===== config.mk =====
export PLATFORM = sky130hd
export DESIGN_NAME = alu_arbiter_flat
export DESIGN_NICKNAME = d
export VERILOG_FILES = /design/src/rtl/alu_pkg.sv /design/src/rtl/alu_arbiter_if.sv /design/src/rtl/alu_arb_tag_pipe.sv /design/src/rtl/alu_arbiter_chk.sv /design/src/rtl/alu_arbiter.sv /design/src/flat_wrapper.sv
export SDC_FILE = /design/constraint.sdc
export NUM_CORES = 1
export LEC_CHECK = 0
export ABC_CLOCK_PERIOD_IN_PS = 1110
export CAP_MARGIN = 20
export CORE_AREA = 2 2 109 111
export CTS_CLUSTER_SIZE = 10
export DETAILED_ROUTE_END_ITERATION = 6
export DIE_AREA = 0 0 111 113
export PLACE_DENSITY = 0.58
export SLEW_MARGIN = 15
export SYNTH_ARGS = -nofsm -noshare
export SYNTH_HDL_FRONTEND = slang
export SYNTH_HIERARCHICAL = 1
export SYNTH_SLANG_ARGS = --single-unit

===== constraint.sdc =====
create_clock -name CK_REF -period 1.11 [get_ports CK_REF]
set_input_delay 0.222 -clock CK_REF [delete_from_list [all_inputs] [get_ports CK_REF]]
set_output_delay 0.222 -clock CK_REF [all_outputs]
set_load 0.01 [all_outputs]

===== src/rtl/alu_pkg.sv =====
// Shared ALU definitions: opcode encodings, pipeline latency, the tag carried
// alongside each issued operation, and the opcode legality check.
package alu_pkg;

  localparam logic [3:0] ALU_OP_IDLE = 4'b0000;
  localparam logic [3:0] ALU_OP_ADD  = 4'b0001;
  localparam logic [3:0] ALU_OP_SUB  = 4'b0010;
  localparam logic [3:0] ALU_OP_SLT  = 4'b0011;
  localparam logic [3:0] ALU_OP_SLTU = 4'b1011;
  localparam logic [3:0] ALU_OP_AND  = 4'b0100;
  localparam logic [3:0] ALU_OP_OR   = 4'b0101;
  localparam logic [3:0] ALU_OP_XOR  = 4'b0110;
  localparam logic [3:0] ALU_OP_SLL  = 4'b0111;
  localparam logic [3:0] ALU_OP_SRL  = 4'b1000;
  localparam logic [3:0] ALU_OP_SRA  = 4'b1001;

  localparam int ALU_LAT = 2;

  typedef struct packed {
    logic valid;
    logic id;
    logic err;
  } alu_tag_t;

  // IDLE is deliberately not legal: a request carrying 0000 is an error.
  function automatic logic is_legal_op(input logic [3:0] op);
    logic legal;
    case (op)
      ALU_OP_ADD, ALU_OP_SUB, ALU_OP_SLT, ALU_OP_SLTU, ALU_OP_AND,
      ALU_OP_OR, ALU_OP_XOR, ALU_OP_SLL, ALU_OP_SRL, ALU_OP_SRA: legal = 1'b1;
      default: legal = 1'b0;
    endcase
    return legal;
  endfunction

endpackage


===== src/rtl/alu_arbiter_if.sv =====
// Request, ALU and response signals between the two requesters, the ALU and
// the arbiter. The arbiter takes the slave view; the surrounding logic the master.
interface alu_arbiter_if #(parameter int DATA_W = 32);
  logic              REQ0_VALID, REQ1_VALID;
  logic              REQ0_READY, REQ1_READY;
  logic [3:0]        REQ0_OP, REQ1_OP;
  logic [DATA_W-1:0] REQ0_A, REQ1_A, REQ0_B, REQ1_B;
  logic [3:0]        ALU_OP_VAL;
  logic [DATA_W-1:0] ALU_A, ALU_B, ALU_OUT;
  logic              ALU_CARRY, ALU_ZERO, ALU_DONE;
  logic              RSP0_VALID, RSP1_VALID;
  logic [DATA_W-1:0] RSP_OUT;
  logic              RSP_CARRY, RSP_ZERO, RSP_ERR;

  modport slave (
    input  REQ0_VALID, REQ1_VALID, REQ0_OP, REQ1_OP, REQ0_A, REQ1_A, REQ0_B, REQ1_B,
    input  ALU_OUT, ALU_CARRY, ALU_ZERO, ALU_DONE,
    output REQ0_READY, REQ1_READY, ALU_OP_VAL, ALU_A, ALU_B,
    output RSP0_VALID, RSP1_VALID, RSP_OUT, RSP_CARRY, RSP_ZERO, RSP_ERR
  );

  modport master (
    output REQ0_VALID, REQ1_VALID, REQ0_OP, REQ1_OP, REQ0_A, REQ1_A, REQ0_B, REQ1_B,
    output ALU_OUT, ALU_CARRY, ALU_ZERO, ALU_DONE,
    input  REQ0_READY, REQ1_READY, ALU_OP_VAL, ALU_A, ALU_B,
    input  RSP0_VALID, RSP1_VALID, RSP_OUT, RSP_CARRY, RSP_ZERO, RSP_ERR
  );
endinterface


===== src/rtl/alu_arb_tag_pipe.sv =====
// Shift register of operation tags that mirrors the ALU pipeline depth.
// A synchronous clear drops every in-flight tag (reset or flush).
module alu_arb_tag_pipe
  import alu_pkg::*;
#(
  parameter int DEPTH = ALU_LAT
) (
  input  logic     CK_REF,
  input  logic     clr,
  input  alu_tag_t tag_in,
  output alu_tag_t tag_tail
);

  alu_tag_t pipe_r [DEPTH];

  // Load stage 0 every cycle and advance older tags by one stage.
  always_ff @(posedge CK_REF) begin
    if (clr) begin
      for (int i = 0; i < DEPTH; i++) pipe_r[i] <= '0;
    end else begin
      pipe_r[0] <= tag_in;
      for (int i = 1; i < DEPTH; i++) pipe_r[i] <= pipe_r[i-1];
    end
  end

  assign tag_tail = pipe_r[DEPTH-1];

endmodule


===== src/rtl/alu_arbiter_chk.sv =====
// Consistency checker: a legal operation reaching the tag-pipe tail must meet
// a valid ALU result.
module alu_arbiter_chk (
  input logic CK_REF,
  input logic RST,
  input logic tail_valid,
  input logic tail_err,
  input logic ALU_DONE
);

  a_done_with_tail: assert property (@(posedge CK_REF) disable iff (RST)
    (tail_valid && !tail_err) |-> ALU_DONE);

endmodule


===== src/rtl/alu_arbiter.sv =====
// alu_arbiter: shares one pipelined ALU between the execute stage (requester 0)
// and the branch/address unit (requester 1). Results are routed back using a
// tag that travels alongside each operation.
// Build option: define ALU_ARB_ROUND_ROBIN_EN for round-robin arbitration;
// otherwise requester 0 has fixed priority.
module alu_arbiter
  import alu_pkg::*;
#(
  parameter int DATA_W  = 32,
  parameter int ALU_LAT = alu_pkg::ALU_LAT
) (
  input logic          CK_REF,
  input logic          RST,
  input logic          FLUSH,
  alu_arbiter_if.slave bus
);

  logic              gnt0_s, gnt1_s;
  logic [3:0]        sel_op_s;
  logic [DATA_W-1:0] sel_a_s, sel_b_s;
  alu_tag_t          tag_in_s, tag_tail_s;
  logic              rsp_live_s;

`ifdef ALU_ARB_ROUND_ROBIN_EN
  // prio_r names the requester that wins a tie: the one not granted last,
  // requester 0 out of reset.
  logic prio_r;

  // Tie-break pointer, moved only when a grant is made.
  always_ff @(posedge CK_REF) begin
    if (RST)         prio_r <= 1'b0;
    else if (gnt0_s) prio_r <= 1'b1;
    else if (gnt1_s) prio_r <= 1'b0;
    else             prio_r <= prio_r;
  end
`endif

  // Grant decision: at most one requester per cycle, none during reset/flush.
  always_comb begin
    gnt0_s = 1'b0;
    gnt1_s = 1'b0;
    if (RST || FLUSH) begin
      gnt0_s = 1'b0;
      gnt1_s = 1'b0;
    end else if (bus.REQ0_VALID && bus.REQ1_VALID) begin
`ifdef ALU_ARB_ROUND_ROBIN_EN
      gnt0_s = !prio_r;
      gnt1_s = prio_r;
`else
      gnt0_s = 1'b1;
      gnt1_s = 1'b0;
`endif
    end else begin
      gnt0_s = bus.REQ0_VALID;
      gnt1_s = bus.REQ1_VALID;
    end
  end

  // Issue mux: drive the ALU from the granted requester; illegal opcodes
  // are accepted but leave the ALU idle and mark the tag as an error.
  always_comb begin
    sel_op_s = 4'b0000;
    sel_a_s  = '0;
    sel_b_s  = '0;
    if (gnt1_s) begin
      sel_op_s = bus.REQ1_OP;
      sel_a_s  = bus.REQ1_A;
      sel_b_s  = bus.REQ1_B;
    end else if (gnt0_s) begin
      sel_op_s = bus.REQ0_OP;
      sel_a_s  = bus.REQ0_A;
      sel_b_s  = bus.REQ0_B;
    end else begin
      sel_op_s = 4'b0000;
      sel_a_s  = '0;
      sel_b_s  = '0;
    end
    bus.REQ0_READY   = gnt0_s;
    bus.REQ1_READY   = gnt1_s;
    bus.ALU_OP_VAL   = is_legal_op(sel_op_s) ? sel_op_s : ALU_OP_IDLE;
    bus.ALU_A        = sel_a_s;
    bus.ALU_B        = sel_b_s;
    tag_in_s.valid   = gnt0_s | gnt1_s;
    tag_in_s.id      = gnt1_s;
    tag_in_s.err     = (gnt0_s | gnt1_s) & !is_legal_op(sel_op_s);
  end

  alu_arb_tag_pipe #(.DEPTH(ALU_LAT)) u_tag_pipe (
    .CK_REF   (CK_REF),
    .clr      (RST | FLUSH),
    .tag_in   (tag_in_s),
    .tag_tail (tag_tail_s)
  );

  // Response routing from the tail tag; the data bus reads zero unless a
  // legal operation is completing.
  always_comb begin
    rsp_live_s     = tag_tail_s.valid && !RST;
    bus.RSP0_VALID = rsp_live_s && !tag_tail_s.id;
    bus.RSP1_VALID = rsp_live_s && tag_tail_s.id;
    bus.RSP_ERR    = rsp_live_s && tag_tail_s.err;
    if (rsp_live_s && !tag_tail_s.err) begin
      bus.RSP_OUT   = bus.ALU_OUT;
      bus.RSP_CARRY = bus.ALU_CARRY;
      bus.RSP_ZERO  = bus.ALU_ZERO;
    end else begin
      bus.RSP_OUT   = '0;
      bus.RSP_CARRY = 1'b0;
      bus.RSP_ZERO  = 1'b0;
    end
  end

  alu_arbiter_chk u_chk (
    .CK_REF     (CK_REF),
    .RST        (RST),
    .tail_valid (tag_tail_s.valid),
    .tail_err   (tag_tail_s.err),
    .ALU_DONE   (bus.ALU_DONE)
  );

endmodule


===== src/flat_wrapper.sv =====
// flat-port wrapper written by rule: the top's interface ports become plain ports
module alu_arbiter_flat import alu_pkg::*;
#(
  parameter int DATA_W  = 32,
  parameter int ALU_LAT = alu_pkg::ALU_LAT
)
  (CK_REF, RST, FLUSH, bus_REQ0_VALID, bus_REQ1_VALID, bus_REQ0_OP, bus_REQ1_OP, bus_REQ0_A, bus_REQ1_A, bus_REQ0_B, bus_REQ1_B, bus_ALU_OUT, bus_ALU_CARRY, bus_ALU_ZERO, bus_ALU_DONE, bus_REQ0_READY, bus_REQ1_READY, bus_ALU_OP_VAL, bus_ALU_A, bus_ALU_B, bus_RSP0_VALID, bus_RSP1_VALID, bus_RSP_OUT, bus_RSP_CARRY, bus_RSP_ZERO, bus_RSP_ERR);
  alu_arbiter_if #(.DATA_W(DATA_W)) bus_i ();
  input logic CK_REF;
  input logic RST;
  input logic FLUSH;
  input wire logic [$bits(bus_i.REQ0_VALID)-1:0] bus_REQ0_VALID;
  input wire logic [$bits(bus_i.REQ1_VALID)-1:0] bus_REQ1_VALID;
  input wire logic [$bits(bus_i.REQ0_OP)-1:0] bus_REQ0_OP;
  input wire logic [$bits(bus_i.REQ1_OP)-1:0] bus_REQ1_OP;
  input wire logic [$bits(bus_i.REQ0_A)-1:0] bus_REQ0_A;
  input wire logic [$bits(bus_i.REQ1_A)-1:0] bus_REQ1_A;
  input wire logic [$bits(bus_i.REQ0_B)-1:0] bus_REQ0_B;
  input wire logic [$bits(bus_i.REQ1_B)-1:0] bus_REQ1_B;
  input wire logic [$bits(bus_i.ALU_OUT)-1:0] bus_ALU_OUT;
  input wire logic [$bits(bus_i.ALU_CARRY)-1:0] bus_ALU_CARRY;
  input wire logic [$bits(bus_i.ALU_ZERO)-1:0] bus_ALU_ZERO;
  input wire logic [$bits(bus_i.ALU_DONE)-1:0] bus_ALU_DONE;
  output wire logic [$bits(bus_i.REQ0_READY)-1:0] bus_REQ0_READY;
  output wire logic [$bits(bus_i.REQ1_READY)-1:0] bus_REQ1_READY;
  output wire logic [$bits(bus_i.ALU_OP_VAL)-1:0] bus_ALU_OP_VAL;
  output wire logic [$bits(bus_i.ALU_A)-1:0] bus_ALU_A;
  output wire logic [$bits(bus_i.ALU_B)-1:0] bus_ALU_B;
  output wire logic [$bits(bus_i.RSP0_VALID)-1:0] bus_RSP0_VALID;
  output wire logic [$bits(bus_i.RSP1_VALID)-1:0] bus_RSP1_VALID;
  output wire logic [$bits(bus_i.RSP_OUT)-1:0] bus_RSP_OUT;
  output wire logic [$bits(bus_i.RSP_CARRY)-1:0] bus_RSP_CARRY;
  output wire logic [$bits(bus_i.RSP_ZERO)-1:0] bus_RSP_ZERO;
  output wire logic [$bits(bus_i.RSP_ERR)-1:0] bus_RSP_ERR;
  assign bus_i.REQ0_VALID = bus_REQ0_VALID;
  assign bus_i.REQ1_VALID = bus_REQ1_VALID;
  assign bus_i.REQ0_OP = bus_REQ0_OP;
  assign bus_i.REQ1_OP = bus_REQ1_OP;
  assign bus_i.REQ0_A = bus_REQ0_A;
  assign bus_i.REQ1_A = bus_REQ1_A;
  assign bus_i.REQ0_B = bus_REQ0_B;
  assign bus_i.REQ1_B = bus_REQ1_B;
  assign bus_i.ALU_OUT = bus_ALU_OUT;
  assign bus_i.ALU_CARRY = bus_ALU_CARRY;
  assign bus_i.ALU_ZERO = bus_ALU_ZERO;
  assign bus_i.ALU_DONE = bus_ALU_DONE;
  assign bus_REQ0_READY = bus_i.REQ0_READY;
  assign bus_REQ1_READY = bus_i.REQ1_READY;
  assign bus_ALU_OP_VAL = bus_i.ALU_OP_VAL;
  assign bus_ALU_A = bus_i.ALU_A;
  assign bus_ALU_B = bus_i.ALU_B;
  assign bus_RSP0_VALID = bus_i.RSP0_VALID;
  assign bus_RSP1_VALID = bus_i.RSP1_VALID;
  assign bus_RSP_OUT = bus_i.RSP_OUT;
  assign bus_RSP_CARRY = bus_i.RSP_CARRY;
  assign bus_RSP_ZERO = bus_i.RSP_ZERO;
  assign bus_RSP_ERR = bus_i.RSP_ERR;
  alu_arbiter #(.DATA_W(DATA_W), .ALU_LAT(ALU_LAT)) u_core (.CK_REF(CK_REF), .RST(RST), .FLUSH(FLUSH), .bus(bus_i));
endmodule

Word-level counts from Yosys, hierarchy flattened

Memories as Yosys holds them, arrays and structs flattened.
Cells that the tools add are included.

Register bits: 0
RAM bits: 6
Memory bits (read-only): 32
Word-level logic and storage cells: 38
Memories kept: 3

Memory list:

| name                     | words | bits a word | rd ports | clocked after Yosys merged registers in | write ports | RTL line               | RTL |
|---|---|---|---|---|---|---|---|
| (name not given)         | 16    | 1           | 1        | 0                                       | 0           | alu_pkg.sv:28          | `case (op)` |
| (name not given)         | 16    | 1           | 1        | 0                                       | 0           | alu_pkg.sv:28          |  |
| u_core.u_tag_pipe.pipe_r | 2     | 3           | 2        | 0                                       | 2           | alu_arb_tag_pipe.sv:14 | `alu_tag_t pipe_r [DEPTH];` |

Multiplexer cells: 19
Bitwise gates (word level): 5
Reduce and logical (&&, ||, !) cells: 11

Operators with widths:

| cell               | number |
|---|---|
| 32-bit two-way mux | 5 |
| 4-bit two-way mux  | 3 |
| 1-bit two-way mux  | 9 |
| 1-bit logical AND  | 6 |
| 3-bit two-way mux  | 2 |
| 1-bit logical NOT  | 4 |
| 1-bit bitwise OR   | 4 |
| 1-bit AND          | 1 |
| 1-bit logical OR   | 1 |

Depth between registers and ports, before layout

Gate-level depths: netlist (run 1).
An unclocked memory read counts as a cell.

Depth in word-level cells: 9
Gate-level depth with buffers: 6

By module

Netlist (run 1), hierarchy kept.

By module, submodules not included:

| module           | instances | cells each | area an instance (um^2) | sequential area each (um^2) |
|---|---|---|---|---|
| alu_arbiter      | 1         | 154        | 1,144.8                 | 0.0 |
| alu_arb_tag_pipe | 1         | 15         | 180.2                   | 120.1 |

Worst setup path before layout (run 1)

No wires, ideal clock.

Path type: input -> output
Start: in bus_REQ0_VALID
End: out bus_ALU_OP_VAL[1]
Data arrival time: 1.065 ns
Required time: 0.888 ns
Slack: -0.177 ns
Stages: 4
Buffers on the path: 0
Cell sequence: and2b_4 > a22oi_1 > nand2b_1 > a211oi_1

Longest elaborated chain between the ends: 7
Elaborated cells between the ends (all ways): 9

RTL lines:

| element             | RTL line           | RTL |
|---|---|---|
| from (decl)         | flat_wrapper.sv:12 | `input wire logic [$bits(bus_i.REQ0_VALID)-1:0] bus_REQ0_VALID;` |
| 1-bit logical AND   | alu_arbiter.sv:45  | `end else if (bus.REQ0_VALID && bus.REQ1_VALID) begin` |
| 1-bit two-way mux   | alu_arbiter.sv:45  |  |
| 1-bit two-way mux   | alu_arbiter.sv:42  | `if (RST \|\| FLUSH) begin` |
| 4-bit two-way mux   | alu_arbiter.sv:69  | `end else if (gnt0_s) begin` |
| 4-bit two-way mux * | alu_arbiter.sv:65  | `if (gnt1_s) begin` |
| memory 16 x 1 bit   | --                 |  |
| 4-bit two-way mux * | alu_arbiter.sv:80  | `bus.ALU_OP_VAL = is_legal_op(sel_op_s) ? sel_op_s : ALU_OP_IDLE;` |
| to (decl)           | flat_wrapper.sv:26 | `output wire logic [$bits(bus_i.ALU_OP_VAL)-1:0] bus_ALU_OP_VAL;` |

Every way passes the cells marked *; elsewhere a longest branch is shown, timed or not.

Worst setup path after layout (run 1)

Start: in FLUSH
End: out bus_ALU_A[0]

Longest elaborated chain between the ends: 4
Elaborated cells between the ends (all ways): 5

RTL lines:

| element              | RTL line           | RTL |
|---|---|---|
| from (decl)          | flat_wrapper.sv:11 | `input logic FLUSH;` |
| 1-bit logical OR *   | alu_arbiter.sv:42  |  |
| 1-bit two-way mux    | alu_arbiter.sv:42  |  |
| 32-bit two-way mux   | alu_arbiter.sv:69  |  |
| 32-bit two-way mux * | alu_arbiter.sv:65  |  |
| to (decl)            | flat_wrapper.sv:27 | `output wire logic [$bits(bus_i.ALU_A)-1:0] bus_ALU_A;` |

Marked as above.

==> metrics list, run 1 <==
- The run finished, with violations left.
- The checks that failed: setup timing.
- Setup violations remaining at the end of the flow were counted as about 110.
- Antenna violations before repair: 0
- At the pin with the least slew margin, the transition time is around 0.32 ns.
- PD cells: ~420 nW/um2
* Buffers and inverters on the worst path: 7
- Placement-stage worst setup slack: -1.22 ns
- In the global route stage, met1 resource usage came out at 0.170.
* Global route hottest layer: met2
- Using the TritonRoute via totals, the vias-per-cell ratio works out to 4.31.
- The largest total area in the synthesized netlist belongs to a22o_1.
- Placed cell areas: ~4500 um2
- Traced cell by cell, the critical path runs through buf_6 -> nor2_4 -> buf_6 -> inv_4 -> nor2_4 -> buf_12 -> buf_16 -> buf_6 -> a22o_1 -> buf_2.
- Final Max Slew Viols: 0
- Summing internal, switching and leakage power gives between 2 and 2.5 mW.
- Placed wire-length estimate after detailed placement: about 7.5 mm
- Largest registers in the final layout: u_core/u_tag_pipe/pipe_r x6
- Unrepaired setup endpoints after global routing: yes
- Summing all non-filler instances in the final layout gives an area of about 5000 um2.
* Most used cells in the layout excluding fill and tap cells: 162 x clkdlybuf4s50_1, 70 x buf_2, 67 x buf_6, 64 x a22o_1, 35 x and2_4
* Overall global routing resource usage: 0.159
- Final instance count without filler cells: 638
* Tightest Hold Check Type: register to register
- Final design utilization: 0.445
- The cell area that synthesis handed to floorplanning was roughly 1300 um2.
- Summed over all failing endpoints, the final setup total negative slack is -41.47 ns.
- Number of hold buffers added after cts: 0
* Site row count: 39
- TritonCTS built the clock tree.
* Worst vdd rail ir drop: between 0.4 and 0.5 mV
- Startpoint class of the critical path: primary input
* Register area share after synthesis: 0.0907
* Clock transition at path regs: roughly 0.03 ns
* Clk Latency, worst-skew pair: 0.23 ns
* Worst Slack Setup Final: -0.477 ns
- In the finished design, the share of the clock period the worst path needs comes to 1.43.
- Flip-flop and latch count after synthesis: 6
- Data on the critical path is required at its endpoint by between 0.8 and 0.9 ns.
- Clock tree synthesis found a total of 6 sinks.
- The share of synthesized area in the top cell type comes to 0.423.
- In the synthesized netlist, the number of instances is ~170.
* DP Cell Count: slightly below 600
- Most common library cell in the layout ignoring fill and taps: clkdlybuf4s50_1
* Pre-antenna DRT Iters: 4
* Grt met3 use: 0.0332
- No sink is reached through more buffers than the 2 on the longest clock path.
- Number of remaining DRC errors: 0
- Dividing the detail-routed wire length by the instance count gives 17.3 um.
- Cell at the slowest stage of the critical path: buf_12
- Critical path start-end classification: primary input to output port
- Based on the critical path, the design can be clocked at up to about 630 MHz.
- Initial core utilization: 0.118
- Once detail routing completed, the nets flagged for antenna violations numbered 0.
- Leak Pwr: approximately 2.3 nW
* Number of warnings issued by yosys: 6
- Count of unique library cells instantiated by Yosys: 30
- In this run the worst path has a maximum fanout of 7.
- Largest delay share family, worst path: buffers and inverters
* Synthesized area per cell: approximately 7.8 um2
- Compared with the post-synthesis result, the final layout area differs by 279%.
- In this run the clock root is driven by a clkbuf_16.
- Worst Skew: about 0.0035 ns
* Rel. slew slack: 0.789
* Congestion Overflow GR: 0
- Maximum number of pins on one net before global-route repair: 18
- In this run the vertical extent of the chip is around 110 um.
* Aggregate routed wire length: approximately 11 mm
- Number of nets in the final layout: 673
- The worst setup path is captured at an output port.
- Final weighted congestion in routability-driven placement: between 0.8 and 0.9
- At the worst endpoint, the arrival time is 1.37 ns.
- Setup slack on the worst reg-to-reg path comes out at around 0.60 ns.
- Most frequent cell on the critical path: buf_6
- # diodes: 0
- CTS built an H-tree with a depth of 1.
- Total CTS buffers: 3
- On the worst path, the slowest cell contributes a delay of 0.16 ns.
- Hold WS: ~0.43 ns
- The number of endpoints with negative hold slack in the final report came to 0.
- Subtracting the final worst setup slack from the clock period gives approximately 1.6 ns.
- IO Count: between 200 and 300
- The routed layout has 2,748 vias.
- Total of fill cells in the finished design: approximately 1,100
* Met2 track demand over resource in global routing: 0.320
- The die covers 12,500 um2.
* Die X: around 110 um
- Fraction of final layout cells with drive strength greater than 1: 0.481
- By area the synthesized netlist is led by a22o_1 42%, and2_1 17%, dfxtp_1 9.1%.
- Total core area: 11,300 um2
* Flip-flop count of the largest register after layout: 6
* Register with the highest flop count: u_core/u_tag_pipe/pipe_r
* Number of port buffers: ~280
* Mapped Nets: ~350
- The first global-routing pass estimated between 15 and 20 mm of wire.
- The first routing iteration left between 60 and 70 violations.
- Via count of the first global-routing pass: 2,883
* Reported max-cap violation count: 0
[power breakdown]
group          switching, mW  total (mW)  internal [mW]
Combinational          0.404        1.31          0.902
Sequential          0.000811       0.220          0.220
Clock                  0.107       0.568          0.461
Total                  0.512        2.09           1.58
[path summary, 6_finish.rpt]
| path | start | end | cells past startpoint |
|---|---|---|---|
| worst max-delay path | FLUSH | bus_ALU_A[0] | 10 |
| worst max register to register | u_core/u_tag_pipe/pipe_r[0][2] | u_core/u_tag_pipe/pipe_r[0][5] | 1 |
| worst min-delay path | u_core/u_tag_pipe/pipe_r[0][0] | u_core/u_tag_pipe/pipe_r[0][3] | 1 |
| worst min register to register | u_core/u_tag_pipe/pipe_r[0][0] | u_core/u_tag_pipe/pipe_r[0][3] | 1 |
[cells in the mapped netlist]
master,instances
a311oi_1,1
or4b_1,1
nand2_1,2
inv_1,3
nor3_1,1
o21ai_1,1
buf_6,6
a2111oi_0,1
dfxtp_1,6
nor2_1,5
a21oi_1,2
a211oi_1,2
buf_2,8
inv_2,1
nor2b_1,7
and2_1,35
a22oi_1,2
and2b_4,1
a22o_1,64
nor2_4,1
a22oi_2,1
and3_1,1
nand3b_1,1
nand2b_1,4
a31o_1,1
nand3_1,1
o41ai_1,1
nor2_2,2
clkbuf_2,2
buf_4,5
[routing by layer]
| metal | vias to the layer above | wire (um) |
|---|---|---|
| li1 | 1311 | - |
| met1 | 1267 | 4060 |
| met2 | 160 | 6030 |
| met3 | 10 | 818 |
| met4 | 0 | 123 |
| met5 | - | 0 |
[repair_timing]
| action | in CTS | in global routing |
|---|---|---|
| gates cloned | 13 | 3 |
| gates resized for setup | 538 | 42 |
| setup buffers | 23 | 15 |
| endpoints found under the setup margin | 110 | 109 |
| pin swaps | 21 | 23 |
[kinds of logic (layout without fill, tap and decap cells)]
logic type,Yosys count,count (layout),synth area share
AOI/OAI and AO/OA,76,76,0.493
DFF,6,6,0.0907
buffers and inverters,25,351,0.128
and+or+nand+nor,62,62,0.288
[cell type report]
| type | instances | area (um2) | area share |
|---|---|---|---|
| multi-input cells | 138 | 1220 | 0.243 |
| inverters | 4 | 17.5 | 0.00349 |
| clock buffers | 3 | 75.1 | 0.0150 |
| well taps | 143 | 179 | 0.0357 |
| repair buffers | 344 | 3410 | 0.679 |
| flip-flops and latches | 6 | 121 | 0.0242 |
No activity file was read; power rests on OpenSTA's default activity.
==> run 2: changes to the inputs <==
- REMOVE_ABC_BUFFERS: not set -> 1
==> run 2 against run 1 <==
  * The flow still finishes with violations (setup timing)
  * Register-to-register slack about the same
  * Critical path depth fell by 2
  * Clock power rose by 0.7%
  * Count of clock-buffer cells in the layout unchanged
  * Utilization fell by 0.75 points
  * Die area is the same
  * Power grew 3.1%
  * Routed wire length up 22%
  * Via count is 0.33% lower
  * Maximum frequency up 1.7%
  * Hold slack improved by 0.0040 ns
  * Flip-flop and latch count is the same
  * Critical path type unchanged
  * Largest cell class unchanged
==> metrics list, run 2 (synthesis results as in run 1) <==
* Routed wire length per instance: 21.4 um (was 17.3 um)
- The launch instance of the worst register-to-register path is u_core/u_tag_pipe/pipe_r[0][2] (unchanged).
- The overall via count from detail_route was 2,739 (was 2,748).
- Wire length of the first global-routing pass: 19.1 mm (was 15.7 mm)
* Reported max-cap violation count: 0 (unchanged)
- The aggregate routed wire length came to 13.4 mm (was 11.0 mm).
- Hold WS: 0.432 ns (was 0.428 ns)
- Overall global routing resource usage: 0.202 (was 0.159)
- Detailed-route vias per instance: 4.38 (was 4.31)
* Maximum number of pins on one net before global-route repair: 18 (unchanged)
- GR Layer Usage met1: 0.225 (was 0.170)
* Tightest Hold Check Type: register to register (unchanged)
- The number of ports placed on the die boundary is 283 (unchanged).
- Congestion Overflow GR: 0 (unchanged)
- Antenna violations before repair: 1 (was 0)
- Clk Latency, worst-skew pair: 0.22 ns (was 0.23 ns)
- The antenna violation net count after detailed routing was 0 (unchanged).
- The global-route met2 utilization was 0.375 (was 0.320).
* Die area: 12,500 um2 (unchanged)
- Cell at the root of the clock tree: clkbuf_16 (unchanged)
* Total count of hold-check failures in the final report: 0 (unchanged)
- The summed negative setup slack over all endpoints is -37.03 ns (was -41.47 ns).
- Unrepaired setup endpoints after global routing: yes (unchanged).
* Total CTS buffers: 3 (unchanged)
* Clock transition at path regs: 0.03 ns (about the same)
- The flip-flop count of the largest register, all copies and words added was 6 (unchanged).
- Placed wire-length estimate after detailed placement: 8.91 mm (was 7.50 mm)
* Worst Path Arrival: 1.34 ns (was 1.37 ns)
- Total core area: 11,300 um2 (unchanged)
* Final Instance Area: 4930 um2 (was 5020 um2)
- Cells traversed along the worst timing path: buf_8 -> buf_6 -> and2_4 -> buf_12 -> buf_12 -> buf_16 -> a22o_1 -> buf_2 (was buf_6 -> nor2_4 -> buf_6 -> inv_4 -> nor2_4 -> buf_12 -> buf_16 -> buf_6 -> a22o_1 -> buf_2).
* Startpoint class of the critical path: primary input (unchanged)
* Transition time at the pin with the least slew margin: 0.366 ns (was 0.316 ns)
- Largest stage delay, worst path: 0.18 ns (was 0.16 ns)
* CTS tree: done (unchanged)
* Final Max Slew Viols: 0 (unchanged)
- The total chip power was 2.16 mW (was 2.09 mW).
* Critical path start-end classification: primary input to output port (unchanged)
* Pre-antenna DRT Iters: 4 (unchanged)
* Number of setup violations in the final report: 108 (unchanged)
* Most common library cell in the layout ignoring fill and taps: clkdlybuf4s50_1 (unchanged)
- Cell at the slowest stage of the critical path: and2_4 (was buf_12)
* Placed cell areas: 4360 um2 (was 4460 um2)
- The share of the clock period used by the worst path after layout was 1.41 (was 1.43).
- Final weighted congestion in routability-driven placement: 0.843 (was 0.851)
- The worst max-slew margin expressed relative to the limit was 0.755 (was 0.789).
- The start point of the worst min-delay path was u_core/u_tag_pipe/pipe_r[0][1] (was u_core/u_tag_pipe/pipe_r[0][0]).
- Most frequent cell on the critical path: buf_12 (was buf_6)
* Most used cells in the layout excluding fill and tap cells: 162 x clkdlybuf4s50_1, 64 x buf_2, 59 x buf_6, 59 x a22o_1, 23 x and2_4 (was 162 x clkdlybuf4s50_1, 70 x buf_2, 67 x buf_6, 64 x a22o_1, 35 x and2_4)
- The effective utilization at floorplan came to 0.118 (unchanged).
- PD cells: 438 nW/um2 (was 417 nW/um2)
* Crit end category: output port (unchanged)
- The DRC violation count after routing is 0 (unchanged).
- The reported leakage power was 2.27 nW (was 2.32 nW).
- Register with the highest flop count: u_core/u_tag_pipe/pipe_r (unchanged)
* Worst Skew: 0.00156 ns (was 0.00353 ns)
* DIE HEIGHT: 113 um (unchanged)
- Hold Path Depth: 1 (unchanged)
- The worst supply voltage drop on vdd came to 0.380 mV (was 0.402 mV).
* # diodes: 0 (unchanged)
- The count of input and output buffers is 281 (unchanged).
- Grt met3 use: 0.0664 (was 0.0332)
* Worst Slack Setup Final: -0.450 ns (was -0.477 ns)
- The slack of the worst reg-to-reg path is 0.59 ns (was 0.60 ns).
* Area delta synth->final: 272% (was 279%)
- The total of hold buffers inserted after clock tree synthesis is 0 (unchanged).
* Outcome: finished with violations (unchanged)
* Fraction of final layout cells with drive strength greater than 1: 0.447 (was 0.481)
- The highest attainable clock frequency came to 641 MHz (was 630 MHz).
* Destination of the worst hold path: u_core/u_tag_pipe/pipe_r[0][4] (was u_core/u_tag_pipe/pipe_r[0][3])
- Via count of the first global-routing pass: 3,006 (was 2,883)
- Final instance count without filler cells: 626 (was 638)
- Number of nets in the final layout: 661 (was 673)
- The depth of the CTS H-tree came to 1 (unchanged).
- The overall die width came to 111 um (unchanged).
* Required time worst endpoint: 0.89 ns (about the same)
- The depth of the most critical reg-to-reg path came to 1 (unchanged).
* Number of sinks on the clock net: 6 (unchanged)
- Clock buffer depth: 2 (unchanged)
- DP Cell Count: 592 (was 593)
* Global route hottest layer: met2 (unchanged)
- Violations in the final reports: setup timing (unchanged).
- Site row count: 39 (unchanged)
- Largest fanout on the critical path: 8 (was 7)
* Largest registers in the final layout: u_core/u_tag_pipe/pipe_r x6 (unchanged)
- Total of fill cells in the finished design: 1,142 (was 1,120)
* Tmin final: 1.56 ns (was 1.59 ns)
- RR Endpoint: u_core/u_tag_pipe/pipe_r[0][5] (unchanged)
- The violation count after the first detailed-routing iteration was 118 (was 68).
## run 2: metrics by stage
stage / util / worst slack (ns)
after floorplan: - / -1.26
after global placement: 0.386 / -1.28
after detailed placement: 0.386 / -1.30
after CTS: 0.443 / -0.499
after global routing: 0.438 / -0.508
final: 0.438 / -0.450
## run 2: power by group
part | internal (mW) | switching (mW) | total [mW]
clock | 0.461 | 0.110 | 0.572
combinational | 0.924 | 0.442 | 1.37
sequential | 0.220 | 0.000981 | 0.221
total | 1.61 | 0.554 | 2.16
## run 2: critical path, delay by kind of cell
kind	cells	cell delay (ns)
AO/OA/AOI/OAI	1	0.18
buffers and inverters	6	0.73
AND/OR/NAND/NOR	1	0.18
## run 2: worst max path at each step
stage / cells after the start / to / start
final: 8 / bus_ALU_A[20] / bus_REQ0_VALID
after global routing: 9 / bus_ALU_B[22] / FLUSH
after CTS: 8 / bus_ALU_B[3] / bus_REQ0_VALID
after detailed placement: 7 / bus_ALU_OP_VAL[1] / bus_REQ0_VALID
after global placement: 7 / bus_ALU_B[31] / RST
after floorplan: 4 / bus_ALU_A[0] / RST
## run 2: area by class of cell
class | count | area, um2 | area share
Sequential cell | 6 | 121 | 0.0246
Inverter | 4 | 15.0 | 0.00304
Tap cell | 143 | 179 | 0.0363
Timing Repair Buffer | 332 | 3290 | 0.667
Multi-Input combinational cell | 138 | 1250 | 0.254
Clock buffer | 3 | 75.1 | 0.0152
## run 2: metal layers
layer | wire [um] | share of wire
met5 | 13 | 0.00097
met4 | 159 | 0.012
met3 | 1290 | 0.096
met2 | 7000 | 0.52
met1 | 4960 | 0.37
## run 2: repair_timing
| action | in CTS | in global routing |
|---|---|---|
| buffers inserted | 24 | 7 |
| gates cloned | 16 | 1 |
| resized for setup | 556 | 53 |
| pin swaps | 27 | 49 |
| endpoints found under the setup margin | 110 | 108 |
